--- config.mk ---
export PLATFORM = sky130hd
export DESIGN_NAME = vdp_vram_slot_scheduler
export DESIGN_NICKNAME = d
export VERILOG_FILES = /design/src/rtl/vdp_vram_slot_scheduler.sv
export SDC_FILE = /design/constraint.sdc
export NUM_CORES = 1
export LEC_CHECK = 0
export ABC_AREA = 1
export ABC_CLOCK_PERIOD_IN_PS = 2300
export CAP_MARGIN = 15
export CORE_MARGIN = 2
export CORE_UTILIZATION = 51
export DETAILED_ROUTE_END_ITERATION = 6
export GPL_ROUTABILITY_DRIVEN = 0
export GPL_TIMING_DRIVEN = 1
export PLACE_DENSITY = 0.78
export SYNTH_ARGS = -nofsm -noshare
export SYNTH_HDL_FRONTEND = slang
export SYNTH_SLANG_ARGS = --single-unit
--- constraint.sdc ---
create_clock -name clk -period 2.3 [get_ports clk]
set_clock_uncertainty 0.2 [all_clocks]
set_input_delay 0.345 -clock clk [delete_from_list [all_inputs] [get_ports clk]]
set_output_delay 0.345 -clock clk [all_outputs]
set_load 0.03 [all_outputs]
--- src/rtl/vdp_vram_slot_scheduler.sv ---
// Per-line VRAM slot scheduler: layer bursts, then sprite burst, CPU on leftover cycles.
// Optional macro VDP_SCHED_CPU_RESERVE_EN reserves every 8th scheduled cycle for the CPU.
module vdp_vram_slot_scheduler #(
  parameter int LAYER_SLOTS  = 8,
  parameter int SPRITE_SLOTS = 16
) (
  input  logic       clk,
  input  logic       reset_n,
  input  logic       line_ended,
  input  logic       frame_ended,
  input  logic       active_frame_ended,
  input  logic [3:0] layer_enable,
  input  logic       cpu_req,
  input  logic       overrun_clear,
  output logic [3:0] layer_grant,
  output logic [3:0] layer_slot,
  output logic       sprite_grant,
  output logic [3:0] sprite_slot,
  output logic       cpu_ack,
  output logic       fetch_done,
  output logic       overrun
);

  typedef enum logic [1:0] {
    IDLE   = 2'd0,
    LAYER  = 2'd1,
    SPRITE = 2'd2
  } state_t;

  localparam logic [3:0] LAYER_LAST  = 4'(LAYER_SLOTS - 1);
  localparam logic [3:0] SPRITE_LAST = 4'(SPRITE_SLOTS - 1);

  state_t     state_q, state_d;
  logic [1:0] idx_q, idx_d;
  logic [3:0] slot_q, slot_d;
  logic [3:0] en_q, en_d;
  logic       vblank_q, vblank_d;
  logic       overrun_q, overrun_d;
  logic       start_s;
  logic       reserved_cur_s;
  logic       reserved_nxt_s;
  logic       eligible_nxt_s;

  logic [3:0] layer_grant_q, layer_grant_d;
  logic [3:0] layer_slot_q, layer_slot_d;
  logic       sprite_grant_q, sprite_grant_d;
  logic [3:0] sprite_slot_q, sprite_slot_d;
  logic       cpu_ack_q, cpu_ack_d;
  logic       fetch_done_q, fetch_done_d;

`ifdef VDP_SCHED_CPU_RESERVE_EN
  logic [2:0] phase_q, phase_d;
`endif

  // Next schedule position: line strobe handling first, then slot advance.
  always_comb begin
    state_d      = state_q;
    idx_d        = idx_q;
    slot_d       = slot_q;
    en_d         = en_q;
    vblank_d     = vblank_q;
    start_s      = 1'b0;
    fetch_done_d = 1'b0;
`ifdef VDP_SCHED_CPU_RESERVE_EN
    phase_d        = phase_q + 3'd1;
    reserved_cur_s = (state_q != IDLE) && (phase_q == 3'd7);
`else
    reserved_cur_s = 1'b0;
`endif

    if (line_ended) begin
      if (active_frame_ended) begin
        vblank_d = 1'b1;
        state_d  = IDLE;
      end else if (frame_ended) begin
        vblank_d = 1'b0;
        start_s  = 1'b1;
      end else if (!vblank_q) begin
        start_s = 1'b1;
      end else begin
        state_d = IDLE;
      end
    end else begin
      case (state_q)
        IDLE: begin
          state_d = IDLE;
        end
        LAYER: begin
          // Reserved cycles freeze the burst position.
          if (reserved_cur_s) begin
            slot_d = slot_q;
          end else if (slot_q == LAYER_LAST) begin
            slot_d = 4'd0;
            if (idx_q == 2'd3) begin
              state_d = SPRITE;
            end else begin
              idx_d = idx_q + 2'd1;
            end
          end else begin
            slot_d = slot_q + 4'd1;
          end
        end
        SPRITE: begin
          if (reserved_cur_s) begin
            slot_d = slot_q;
          end else if (slot_q == SPRITE_LAST) begin
            state_d      = IDLE;
            slot_d       = 4'd0;
            fetch_done_d = 1'b1;
          end else begin
            slot_d = slot_q + 4'd1;
          end
        end
        default: begin
          state_d = IDLE;
          slot_d  = 4'd0;
          idx_d   = 2'd0;
        end
      endcase
    end

    if (start_s) begin
      state_d = LAYER;
      idx_d   = 2'd0;
      slot_d  = 4'd0;
      en_d    = layer_enable;
`ifdef VDP_SCHED_CPU_RESERVE_EN
      phase_d = 3'd0;
`endif
    end else begin
      en_d = en_q;
    end

    if (overrun_clear) begin
      overrun_d = 1'b0;
    end else if (line_ended && (state_q != IDLE)) begin
      overrun_d = 1'b1;
    end else begin
      overrun_d = overrun_q;
    end
  end

  // Output decode from the next position so every output is a flop.
  always_comb begin
`ifdef VDP_SCHED_CPU_RESERVE_EN
    reserved_nxt_s = (state_d != IDLE) && (phase_d == 3'd7);
`else
    reserved_nxt_s = 1'b0;
`endif
    layer_grant_d  = 4'd0;
    layer_slot_d   = 4'd0;
    sprite_grant_d = 1'b0;
    sprite_slot_d  = 4'd0;

    if ((state_d == LAYER) && !reserved_nxt_s && en_d[idx_d]) begin
      layer_grant_d = 4'b0001 << idx_d;
      layer_slot_d  = slot_d;
    end else begin
      layer_grant_d = 4'd0;
      layer_slot_d  = 4'd0;
    end

    if ((state_d == SPRITE) && !reserved_nxt_s) begin
      sprite_grant_d = 1'b1;
      sprite_slot_d  = slot_d;
    end else begin
      sprite_grant_d = 1'b0;
      sprite_slot_d  = 4'd0;
    end

    eligible_nxt_s = (state_d == IDLE) ||
                     ((state_d == LAYER) && !en_d[idx_d]) ||
                     reserved_nxt_s;
    cpu_ack_d = cpu_req && eligible_nxt_s;
  end

  // Schedule state and registered outputs.
  always_ff @(posedge clk or negedge reset_n) begin
    if (!reset_n) begin
      state_q        <= IDLE;
      idx_q          <= 2'd0;
      slot_q         <= 4'd0;
      en_q           <= 4'd0;
      vblank_q       <= 1'b0;
      overrun_q      <= 1'b0;
      layer_grant_q  <= 4'd0;
      layer_slot_q   <= 4'd0;
      sprite_grant_q <= 1'b0;
      sprite_slot_q  <= 4'd0;
      cpu_ack_q      <= 1'b0;
      fetch_done_q   <= 1'b0;
    end else begin
      state_q        <= state_d;
      idx_q          <= idx_d;
      slot_q         <= slot_d;
      en_q           <= en_d;
      vblank_q       <= vblank_d;
      overrun_q      <= overrun_d;
      layer_grant_q  <= layer_grant_d;
      layer_slot_q   <= layer_slot_d;
      sprite_grant_q <= sprite_grant_d;
      sprite_slot_q  <= sprite_slot_d;
      cpu_ack_q      <= cpu_ack_d;
      fetch_done_q   <= fetch_done_d;
    end
  end

`ifdef VDP_SCHED_CPU_RESERVE_EN
  // Free-running reservation phase, realigned at every schedule start.
  always_ff @(posedge clk or negedge reset_n) begin
    if (!reset_n) begin
      phase_q <= 3'd0;
    end else begin
      phase_q <= phase_d;
    end
  end
`endif

  assign layer_grant  = layer_grant_q;
  assign layer_slot   = layer_slot_q;
  assign sprite_grant = sprite_grant_q;
  assign sprite_slot  = sprite_slot_q;
  assign cpu_ack      = cpu_ack_q;
  assign fetch_done   = fetch_done_q;
  assign overrun      = overrun_q;

endmodule
Word-level counts from Yosys, hierarchy flattened
Cells that the tools add are included.
{ "totals": {"ff_bits": 29, "inputBits": 11, "output_inout_bits": 16, "word_cells": 73} }
{ "classes": {"add_sub_neg": 2, "n_lt_le_gt_ge": 1, "eq_ne": 7, "shift": 1, "n_mux": 37, "reduce_logical": 13} }
{ "ops": {"columns": ["operator", "count"], "rows": [
  ["2-to-1 mux 4 bit", 8],
  ["2-to-1 mux 2 bit", 12],
  ["2-to-1 mux 1 bit", 13],
  ["one-hot mux 4 bit (3 select lines)", 1],
  ["one-hot mux 2 bit (2 select lines)", 2],
  ["== test 2 bit (second input constant)", 3],
  ["nonzero test 2 bit", 3],
  ["adder 4 x 1 -> 4 bit (second input constant)", 1],
  ["== test 2 x 1 -> 1 bit (second input constant)", 2],
  ["== test 4 x 3 -> 1 bit (second input constant)", 1],
  ["== test 4 bit (second input constant)", 1],
  ["logical AND 1 bit", 4],
  ["zero test 2 bit", 2],
  ["<< shifter 1 x 2 -> 4 bit (first input constant)", 1],
  ["< comparator 2 x 3 -> 1 bit (second input constant)", 1],
  ["adder 2 x 1 -> 2 bit (second input constant)", 1],
  ["binary-select mux 1 bit (select 2 bit)", 1],
  ["AND reduction 2 bit", 1],
  ["OR reduction 2 bit", 1],
  ["zero test 1 bit", 1],
  ["logical OR 1 bit", 1]
]} }

Depth between registers and ports, before layout
{ "logic_depth": {"depth_word": 12, "depth_mapped": 12, "depth_no_buf": 12} }

Worst setup path before layout
No wires, ideal clock.
{ "synth_path": {"kind": "register -> register", "start": "reg state_q[0]", "end": "reg layer_slot_q[2], in the netlist layer_slot[2]", "arrival_time_ns": 1.462, "t_required_ns": 1.980, "setup_slack_ns": 0.518, "path_stages_with_launch": 12, "path_buffers": 0, "synth_period_minus_slack_ns": 1.782, "cell_sequence": "dfrtp_1 > ha_1 > inv_1 > nor2_1 > nand2_1 > nand2_1 > nand3_4 > nand2_1 > nand2_1 > nand2_1 > nand3_4 > nor2_1"} }
{ "synth_between": {"elab_chain_cells": 9} }
{ "synth_lines": {"columns": ["item", "line", "text"], "rows": [
  ["start, declared", "33", "state_t state_q, state_d;"],
  ["start signal, assigned", "193", "state_q <= state_d;"],
  ["== test 2 bit / zero test 2 bit (equally long branches)", "84", "case (state_q)"],
  ["OR reduction 2 bit (no source line)", null, null],
  ["one-hot mux 2 bit (2 select lines)", "84", null],
  ["2-to-1 mux 2 bit", "71", "if (line_ended) begin"],
  ["2-to-1 mux 2 bit", "122", "if (start_s) begin"],
  ["binary-select mux 1 bit (select 2 bit)", "155", "if ((state_d == LAYER) && !reserved_nxt_s && en_d[idx_d]) begin"],
  ["2-to-1 mux 1 bit (implied by the code)", "155", null],
  ["logical AND 1 bit", "155", null],
  ["2-to-1 mux 4 bit *", "155", null],
  ["via layer_slot_d[2]", "45", "logic [3:0] layer_slot_q, layer_slot_d;"],
  ["end signal, assigned", "200", "layer_slot_q <= layer_slot_d;"],
  ["end, declared", "45", null]
]} }
The timed path passes the listed nets; every way through them passes the cells marked *. The select of a mux whose other input is x is not followed.
A chain may end at the register's enable or synchronous reset.

Worst setup path after layout
{ "layout_path": {"start": "reg state_q[0]", "end": "reg layer_grant_q[3], in the netlist layer_grant[3]"} }
{ "layout_rtl": {"columns": ["item", "line", "text"], "rows": [
  ["2-to-1 mux 2 bit, on equally long branches", "94, 78", null],
  ["2-to-1 mux 2 bit, on equally long branches", "92, 75", null],
  ["one-hot mux 2 bit (2 select lines) / 2-to-1 mux 2 bit (equally long branches)", "84, 72", null],
  ["2-to-1 mux 2 bit *", "71", null],
  ["2-to-1 mux 2 bit *", "122", null],
  ["via state_d[0]", "33", null],
  ["== test 2 x 1 -> 1 bit *", "155", null],
  ["logical AND 1 bit *", "155", null],
  ["2-to-1 mux 4 bit *", "155", null],
  ["via layer_grant_d[3]", "44", "logic [3:0] layer_grant_q, layer_grant_d;"],
  ["end signal, assigned", "199", "layer_grant_q <= layer_grant_d;"],
  ["end, declared", "44", null]
]} }
Marked as above.

==> run metrics <==
status=complete, no violations; min cycle time layout=~2.1 ns; WP data required=2.36 ns; H-tree depth=2; FF+latch count, synth=29; sequential power share=a little under half; VDD IR max=0.505 mV; TritonRoute pass-1 iters=5; FF-to-FF setup slack=0.21 ns; Synth area leaders=dfrtp_1 49%, nand2_1 9.3%, inv_1 7.8%; clk slew on worst S/H paths=0.09 ns; CP arrival=around 2.1 ns; Critical Path Start Type=flip-flop; io pins=27; layout cells sized above 1=13.2%; Async SR Flop Fraction=100%; CTS tree=yes; Final Power=0.00115 W; Comb pwr share=14.4%; DRC=0; top cells by count, synth=37 x nand2_1, 31 x inv_1, 29 x dfrtp_1; Sw Ratio=25.4%; Setup Fix Bufs, Post-CTS=0; r2r worst-path depth=10; clk sink count=29; internal power=0.000861 W; Worst-Margin Slew=0.407 ns; Max-Cap Viols=0; setup TNS=0 ns; Reg-to-Reg End=layer_grant[3]; number of cell rows=19; final setup fails=0; Total Nets Final=around 230; Tcrit/Tclk final=about nine tenths; Clock Latency Late Sink=0.33 ns; root buffer cell=clkbuf_4; Post-Syn Instances=175; fill cell count=212; Slew Limit Fails=0; Clock Power Share=between 30% and 40%; core area=~2800 µm²; final hold vios=0; final hold slack=0.181 ns; utilization after layout=68.7%; Post-synth EDFFs=0; via-per-instance ratio=4.99; Mapped Nets=191; initial cell density of the core=a little over half; Min-Delay Path Class=in2async; pin count of the biggest net entering global routing=30; clock tree buffer depth=2; Post-DP HPWL=approximately 2400 µm; sequential-to-total area share from yosys stat=between 40% and 50%; total wire length=3180 µm; DR iter-0 viols=27; Critical R2R Launch=state_q[0]; most frequent cell after synthesis=nand2_1; RSZ-0062 raised after global routing=no; Ys Warns=0; GRT Total Usage=22.1%; number of port buffers=26; Syn-to-layout area delta=27.2%; number of global-route vias before repair=1,220; kind of critical path=reg2reg; Most used DFF post-synth=dfrtp_1; via count=approximately 1,200; Die Span Y=58.0 µm; Avg Synthesized Cell Area=8.51 µm²; Die ar.=3370 µm²; FF+latch area=around 730 µm²; CTS buffer count=5; Max Fanout on Critical Path=8; Synth top area share=48.7%; global-route wire length before repair=between 5000 and 6000 µm; GRT Residual Overflow=0; drt wl/cell=13.1 µm; Pleak=0.968 nW; Die Wd=58.0 µm; Max Clock Freq=479 MHz; Netlist cell types=22; slew margin rel.=72.6%; antenna fix cells=0; net switching power=0.000292 W; ANT nets after route=0; Multi-input gate area=between 600 and 700 µm²; Post-Syn Area=1490 µm²; area leader, netlist=dfrtp_1; Crit. End Element=flip-flop; initial antenna violation count=0; PwrDens=609 nW/µm²
[flip-flops by register name, summed over array words and instances (netlist names)]
register      count
overrun           1
sprite_slot       4
en_q              4
slot_q            4
idx_q             2
fetch_done        1
layer_slot        4
sprite_grant      1
layer_grant       4
vblank_q          1
state_q           2
cpu_ack           1
[logic make-up (layout without fill, tap and decap cells)]
kind of cell,after synthesis,count (layout),share of synthesized area (%)
simple gates,89,89,29.3
buf+inv,34,71,9.08
flops,29,29,48.7
compound gates,18,18,8.66
fa+ha+maj,5,5,4.20
[cell usage in the layout, fill, tap and decap left out]
master | synthesis | layout
inv_1 | 31 | 31
nand2_1 | 37 | 36
buf_4 | 0 | 4
nand3_4 | 4 | 4
nand2_4 | 1 | 1
o21ai_0 | 6 | 6
nand2_2 | 2 | 3
nor3_1 | 1 | 1
a21oi_4 | 2 | 2
nor2_2 | 2 | 2
clkbuf_1 | 0 | 1
nand3b_1 | 2 | 2
nand3_1 | 11 | 11
bufinv_16 | 0 | 1
o21a_1 | 3 | 3
clkdlybuf4s50_1 | 0 | 26
a21oi_1 | 3 | 3
dfrtp_1 | 29 | 29
o21ai_1 | 1 | 1
clkbuf_8 | 0 | 1
ha_1 | 5 | 5
inv_2 | 2 | 2
o22ai_1 | 1 | 1
nor2_1 | 28 | 28
nor2_4 | 1 | 1
clkbuf_4 | 0 | 5
o21ai_2 | 2 | 2
[through the flow]
step	instance area (µm²)	instances	setup WS [ns]
6_report	1890	243	0.214
5_1_grt	1890	243	0.0441
4_1_cts	1890	243	0.195
3_5_place_dp	1810	235	0.0205
3_3_place_gp	1810	235	0.0791
2_1_floorplan	1490	175	0.518
[repair_timing]
item / in CTS / in global routing
hold buffers: 0 / 0
setup endpoints to repair: 0 / 1
gates resized for setup: 0 / 1
[how the worst max path moves through the flow]
stage	startpoint	to	slack (ns)	cells past startpoint
4_1_cts	state_q[1]	layer_grant[1]	0.19	12
3_3_place_gp	line_ended	layer_grant[3]	0.08	11
6_report	state_q[0]	layer_grant[3]	0.21	10
3_5_place_dp	line_ended	layer_grant[3]	0.02	11
5_1_grt	slot_q[0]	layer_grant[3]	0.04	12
2_1_floorplan	state_q[0]	layer_slot[2]	0.52	11
[power by group through the flow]
stage          clock, W  sequential, W  combinational [W]
2_1_floorplan         0       0.000565          0.0000958
3_3_place_gp          0       0.000559           0.000161
3_5_place_dp          0       0.000560           0.000168
4_1_cts        0.000445       0.000550           0.000169
5_1_grt        0.000463       0.000553           0.000190
6_report       0.000438       0.000550           0.000166
[area by class of cell]
cell class | instances | share of cell area (%)
Clock buffer | 7 | 2.91
Multi-Input combinational cell | 112 | 33.3
Tap cell | 31 | 2.05
Sequential cell | 29 | 38.3
Timing Repair Buffer | 30 | 15.3
Inverter | 33 | 6.54
Clock inverter | 1 | 1.59
[critical path, cell delays in order (launching register included)]
cell and delay (ns):
dfrtp_1 0.48, inv_1 0.11, ha_1 0.29, nand2_1 0.07
nor2_1 0.10, nand2_1 0.09, o21ai_2 0.24, nand2_1 0.08
inv_1 0.10, nand3_4 0.11, nor2_1 0.13
[per-layer routing]
layer	GRT usage (%)	vias up	wire (µm)
met1	26.5	552	1280
li1	-	614	-
met2	37.0	35	1610
met4	8.64	0	100
met5	0	-	0
met3	7.37	11	180
Note: power is estimated with default switching activity, not from simulation.
